--- config.mk ---
export PLATFORM = sky130hd
export DESIGN_NAME = ex_mem_stage
export DESIGN_NICKNAME = d
export VERILOG_FILES = /design/src/rtl/ex_mem_stage_pkg.sv /design/src/rtl/ex_mem_stage_squash_counter.sv /design/src/rtl/ex_mem_stage.sv
export SDC_FILE = /design/constraint.sdc
export NUM_CORES = 1
export LEC_CHECK = 0
export CAP_MARGIN = 20
export CORE_MARGIN = 5
export CORE_UTILIZATION = 37
export DETAILED_ROUTE_END_ITERATION = 8
export HOLD_SLACK_MARGIN = 0.08
export MAX_ROUTING_LAYER = met4
export PLACE_DENSITY = 0.77
export SLEW_MARGIN = 20
export SYNTH_ARGS = -nofsm -noshare
export SYNTH_HDL_FRONTEND = slang
export SYNTH_SLANG_ARGS = --single-unit
--- constraint.sdc ---
create_clock -name clk_i -period 2.8 [get_ports clk_i]
set_input_delay 0.56 -clock clk_i [delete_from_list [all_inputs] [get_ports clk_i]]
set_output_delay 0.56 -clock clk_i [all_outputs]
set_load 0.01 [all_outputs]
--- src/rtl/ex_mem_stage_pkg.sv ---
// Shared widths, branch-type encoding and branch helpers for the EX/MEM pipeline register.
package ex_mem_stage_pkg;

    localparam int unsigned DATA_W = 32;
    localparam int unsigned REG_W  = 5;

    typedef enum logic {
        BR_EQ = 1'b0,
        BR_NE = 1'b1
    } br_type_e;

    // beq is taken on zero, bne on non-zero; non-branches never take.
    function automatic logic branch_is_taken(input logic branch, input logic zero,
                                             input br_type_e br_type);
        return branch & (zero ^ (br_type == BR_NE));
    endfunction

    // Word offset scaled to bytes; the carry out of bit 31 is dropped.
    function automatic logic [DATA_W-1:0] branch_target(input logic [DATA_W-1:0] pc_plus4,
                                                        input logic [DATA_W-1:0] imm_sext);
        return pc_plus4 + {imm_sext[DATA_W-3:0], 2'b00};
    endfunction

endpackage

--- src/rtl/ex_mem_stage_squash_counter.sv ---
// Counts the wrong-path slots still to be discarded after a taken branch.
module squash_counter
    import ex_mem_stage_pkg::*;
#(
    parameter int unsigned SHADOW = 2,
    parameter int unsigned CNT_W  = 2
) (
    input  logic clk_i,
    input  logic rst_i,
    input  logic clear_i,
    input  logic hold_i,
    input  logic load_i,
    input  logic dec_i,
    output logic nonzero_o
);

    logic [CNT_W-1:0] count;

    always_ff @(posedge clk_i) begin
        if (rst_i) begin
            count <= '0;
        end else if (clear_i) begin
            count <= '0;
        end else if (hold_i) begin
            count <= count;
        end else if (load_i) begin
            count <= CNT_W'(SHADOW);
        end else if (dec_i && (count != '0)) begin
            count <= count - CNT_W'(1);
        end
    end

    assign nonzero_o = (count != '0);

endmodule

--- src/rtl/ex_mem_stage.sv ---
// EX/MEM pipeline register: captures ALU outputs, resolves beq/bne and squashes the branch shadow.
module ex_mem_stage
    import ex_mem_stage_pkg::*;
#(
    parameter int unsigned SHADOW = 2,
    parameter int unsigned CNT_W  = 2
) (
    input  logic              clk_i,
    input  logic              rst_i,
    input  logic              stall_i,
    input  logic              flush_i,
    input  logic              valid_i,
    input  logic [DATA_W-1:0] alu_result_i,
    input  logic              alu_zero_i,
    input  logic [DATA_W-1:0] rt_data_i,
    input  logic [REG_W-1:0]  write_reg_i,
    input  logic [DATA_W-1:0] pc_plus4_i,
    input  logic [DATA_W-1:0] imm_sext_i,
    input  logic              reg_write_i,
    input  logic              mem_read_i,
    input  logic              mem_write_i,
    input  logic              mem_to_reg_i,
    input  logic              branch_i,
    input  logic              branch_ne_i,
    output logic              valid_o,
    output logic [DATA_W-1:0] alu_result_o,
    output logic [DATA_W-1:0] rt_data_o,
    output logic [REG_W-1:0]  write_reg_o,
    output logic              reg_write_o,
    output logic              mem_read_o,
    output logic              mem_write_o,
    output logic              mem_to_reg_o,
    output logic              branch_taken_o,
    output logic [DATA_W-1:0] branch_target_o,
    output logic              redirect_o,
    output logic              squashing_o
);

    logic eff_valid_c;
    logic taken_c;

    // Any arrival while the counter is non-zero is a wrong-path instruction.
    assign eff_valid_c = valid_i & ~squashing_o;
    assign taken_c     = branch_is_taken(branch_i, alu_zero_i, br_type_e'(branch_ne_i));

    squash_counter #(
        .SHADOW (SHADOW),
        .CNT_W  (CNT_W)
    ) u_squash_counter (
        .clk_i     (clk_i),
        .rst_i     (rst_i),
        .clear_i   (flush_i),
        .hold_i    (stall_i),
        .load_i    (eff_valid_c & taken_c),
        .dec_i     (~eff_valid_c),
        .nonzero_o (squashing_o)
    );

    // Bubbles clear every field so downstream never sees stale control or data.
    always_ff @(posedge clk_i) begin
        if (rst_i || flush_i || (!stall_i && !eff_valid_c)) begin
            valid_o         <= 1'b0;
            alu_result_o    <= '0;
            rt_data_o       <= '0;
            write_reg_o     <= '0;
            reg_write_o     <= 1'b0;
            mem_read_o      <= 1'b0;
            mem_write_o     <= 1'b0;
            mem_to_reg_o    <= 1'b0;
            branch_taken_o  <= 1'b0;
            branch_target_o <= '0;
            redirect_o      <= 1'b0;
        end else if (stall_i) begin
            redirect_o      <= 1'b0;
        end else begin
            valid_o         <= 1'b1;
            alu_result_o    <= alu_result_i;
            rt_data_o       <= rt_data_i;
            write_reg_o     <= write_reg_i;
            reg_write_o     <= reg_write_i;
            mem_read_o      <= mem_read_i;
            mem_write_o     <= mem_write_i;
            mem_to_reg_o    <= mem_to_reg_i;
            branch_taken_o  <= taken_c;
            branch_target_o <= branch_target(pc_plus4_i, imm_sext_i);
            redirect_o      <= taken_c;
        end
    end

endmodule

==> results by group <==
Routing
  – DRT antenna net count: 0
  – DRT Pass-1 Iters: 4
  – Vias/cell: 4.91
  – DRC Markers: 0
  – DR vias: 5209
  – WL final: 16.2 mm
  – Initial drt markers: 256
  – Routed wire per std cell: approximately 15 um

Timing
  – Fmax: 0.368 GHz
  – Setup tns final: 0 ps
  – Setup violations, final: 0
  – Final Hold Slack: 449 ps
  – Final Hold Fails: 0
  – Pins over their slew limit: 0
  – Actual slew at the worst max-slew pin: around 700 ps
  – Tmin final: 2720 ps
  – Post-route setup slack: between 80 and 90 ps
  – Final Skew: ~5.9 ps
  – Fin crit share: 97.0%
  – Max-slew headroom: 53.5%

Placement
  – Post-DP HPWL: 12.4 mm
  – Gpl congestion: 0.892
  – DP Cell Count: ~1000
  – Post-Place Setup Slack: -585 ps
  – Port Buffers: 251

Final layout
  – Util after Layout: 62.4%
  – Filler instances: about 1200
  – Layout net count: 1052
  – Finished Layout Cells: approximately 1100
  – Layout cells sized above 1: 9.65%
  – Synth-to-Final Area Change: 64.2%
  – Diode count: 0

Die
  – Die extent in x: 130 um
  – Die Span Y: 130 um
  – Core area: roughly 14000 sq um
  – FP Rows: 43
  – Starting Density: 38.0%
  – IO Pins: 254
  – Die ar.: 16900 sq um

Clock tree
  – Maximum buffer depth of the clock tree: 2
  – CTS buffer count: 9
  – CTS tree: built
  – Root Buffer: clkbuf_16
  – Clock Pin Slew Worst Setup and Hold Paths: approximately 70 ps
  – CTS sink count: 110
  – Worst-Skew Late Latency: 350 ps
  – H-tree level count: 3

Global route
  – Grt total ovfl: 0
  – Largest net degree at the start of global routing: about 110
  – Total track usage: approximately a fifth
  – Number of global-route vias before repair: 5167
  – Initial antenna violation count: 0
  – Global-route wire length before repair: approximately 25 mm

Setup path
  – Reg-to-reg slack, setup: 1020 ps
  – Critical Path Sink: branch_target_o[24]
  – FF-to-FF Start: u_squash_counter.count[0]
  – Crit path kind: primary input to register
  – R2r endpoint: branch_target_o[26]
  – Critical path startpoint: pc_plus4_i[9]
  – Worst Path Required: 3030 ps
  – Largest fanout on the critical path: 4
  – Worst r2r path cells: 6
  – CP startpoint kind: primary input
  – Arrival time worst endpoint: 2950 ps
  – Crit. End Element: register

Power and ir drop
  – LEAKAGE: 3.68 nW
  – Power per cell area: 455 nW/um^2
  – VDD IR max: 0.309 mV

Synth
  – Mapped Area: 5310 sq um
  – Yosys warns: 0
  – Post-Syn Area per Cell: around 9 sq um
  – Post-Synthesis Cells: 592
  – Yosys cell types: 42
  – Fraction of registers with async set/reset: 0%
  – Main synth FF type: dfxtp_1
  – Syn nets: 768
  – Sequential area share after synthesis: 41.5%
  – Synth Register Bits: 110
  – Number of synthesized flops with an enable pin: 0

Worst hold path
  – HP Class: register to register

Run
  – Max Cap Viol: 0

Status
  – Status: completed
==> cells in the mapped netlist (2+ instances only) <==
master	count	share of area [%]
buf_1	10	0.71
a21o_1	12	1.7
ha_1	30	7.1
o21a_1	7	0.99
nor3_1	9	0.85
a21oi_1	46	4.3
o21ai_0	10	0.94
xnor2_1	13	2.1
o21bai_1	6	0.85
nand4_1	8	0.94
nand3_1	15	1.4
inv_1	9	0.64
nand2_1	30	2.1
mux2i_1	82	15
o211ai_1	2	0.28
o21ai_1	13	1.2
clkbuf_1	19	1.3
a221o_1	2	0.38
dfxtp_1	110	41
a211oi_1	2	0.28
or4_1	2	0.28
xor2_1	12	2.0
nor2_1	118	8.3
o31a_1	2	0.33
a31oi_1	3	0.35
nor2b_1	3	0.35
o21ai_2	2	0.33
==> report_power, final <==
part	total (mW)	internal, mW	switching [mW]	leakage [nW]
Sequential	1.64	1.61	0.0261	0.893
Clock	1.33	0.711	0.621	0.143
Combinational	1.00	0.567	0.434	2.64
Total	3.97	2.89	1.08	3.68
==> worst max-delay path, cell delays in order <==
cell           delay [ps]
dlygate4sd2_1         230
ha_1                  280
a211o_1               320
a2111o_1              310
o21ai_2               190
o31ai_2               100
a221o_1               380
buf_6                 150
a31oi_4               170
xor2_1                180
o21ai_1                70
==> registers in the layout, summed over array words and instances, names as in the netlist <==
name and flops:
redirect_o 1, rt_data_o 32, valid_o 1, reg_write_o 1, branch_target_o 32, mem_write_o 1
branch_taken_o 1, write_reg_o 5, mem_to_reg_o 1, mem_read_o 1, u_squash_counter.count 2, alu_result_o 32
==> how the worst min path moves through the flow <==
stage / from / endpoint / cells after the start
2_1_floorplan: branch_target_o[25] / branch_target_o[25] / 2
3_3_place_gp: branch_target_o[21] / branch_target_o[21] / 2
3_5_place_dp: branch_target_o[25] / branch_target_o[25] / 2
4_1_cts: branch_target_o[25] / branch_target_o[25] / 2
5_1_grt: branch_target_o[21] / branch_target_o[21] / 2
6_report: branch_target_o[25] / branch_target_o[25] / 2
==> per-layer routing <==
| metal | share of wire, % | track usage (%) |
|---|---|---|
| met1 | 43 | 23.5 |
| met4 | 2.1 | 5.81 |
| met5 | 0 | - |
| met2 | 47 | 31.0 |
| met3 | 8.0 | 4.83 |
==> timing repair <==
action,CTS,global route
cloned,0,0
hold buffers,0,0
endpoints found under the setup margin,5,6
buffers inserted,1,3
gates resized for setup,7,18
pin swaps,8,11
==> cells by family after synthesis <==
family	synth area share, %
muxes	15.4
adders and majority gates	7.44
DFF	41.5
and+or+nand+nor	15.1
AOI/OAI and AO/OA	13.5
buffers and inverters	2.90
xor gates and xnor gates	4.12
==> through the flow <==
step	instance area [sq um]	power, mW
2_1_floorplan	5310	2.17
3_3_place_gp	8320	2.65
3_5_place_dp	8320	2.66
4_1_cts	8640	4.00
5_1_grt	8720	4.18
6_report	8720	3.97
==> cell type report <==
class	count	area [sq um]	share of cell area (%)
clock buffer	10	229	2.62
clock inverter	6	76.3	0.875
inverter	9	33.8	0.387
multi-input combinational	443	3010	34.5
sequential	110	2200	25.2
tap	180	225	2.58
timing repair buffer	303	2950	33.8
==> cell usage in the layout (no fill, tap or decap), drive strengths merged, types with 9 or more instances in the layout <==
master,instances
nand3,15
nor3,9
xnor2,13
mux2i,82
a21oi,46
nand2,30
inv,12
nor2,118
a21o,12
dfxtp,110
clkdlybuf4s50,239
o21ai,25
clkbuf,10
ha,30
buf,53
xor2,12
(Power assumes the default switching activity.)
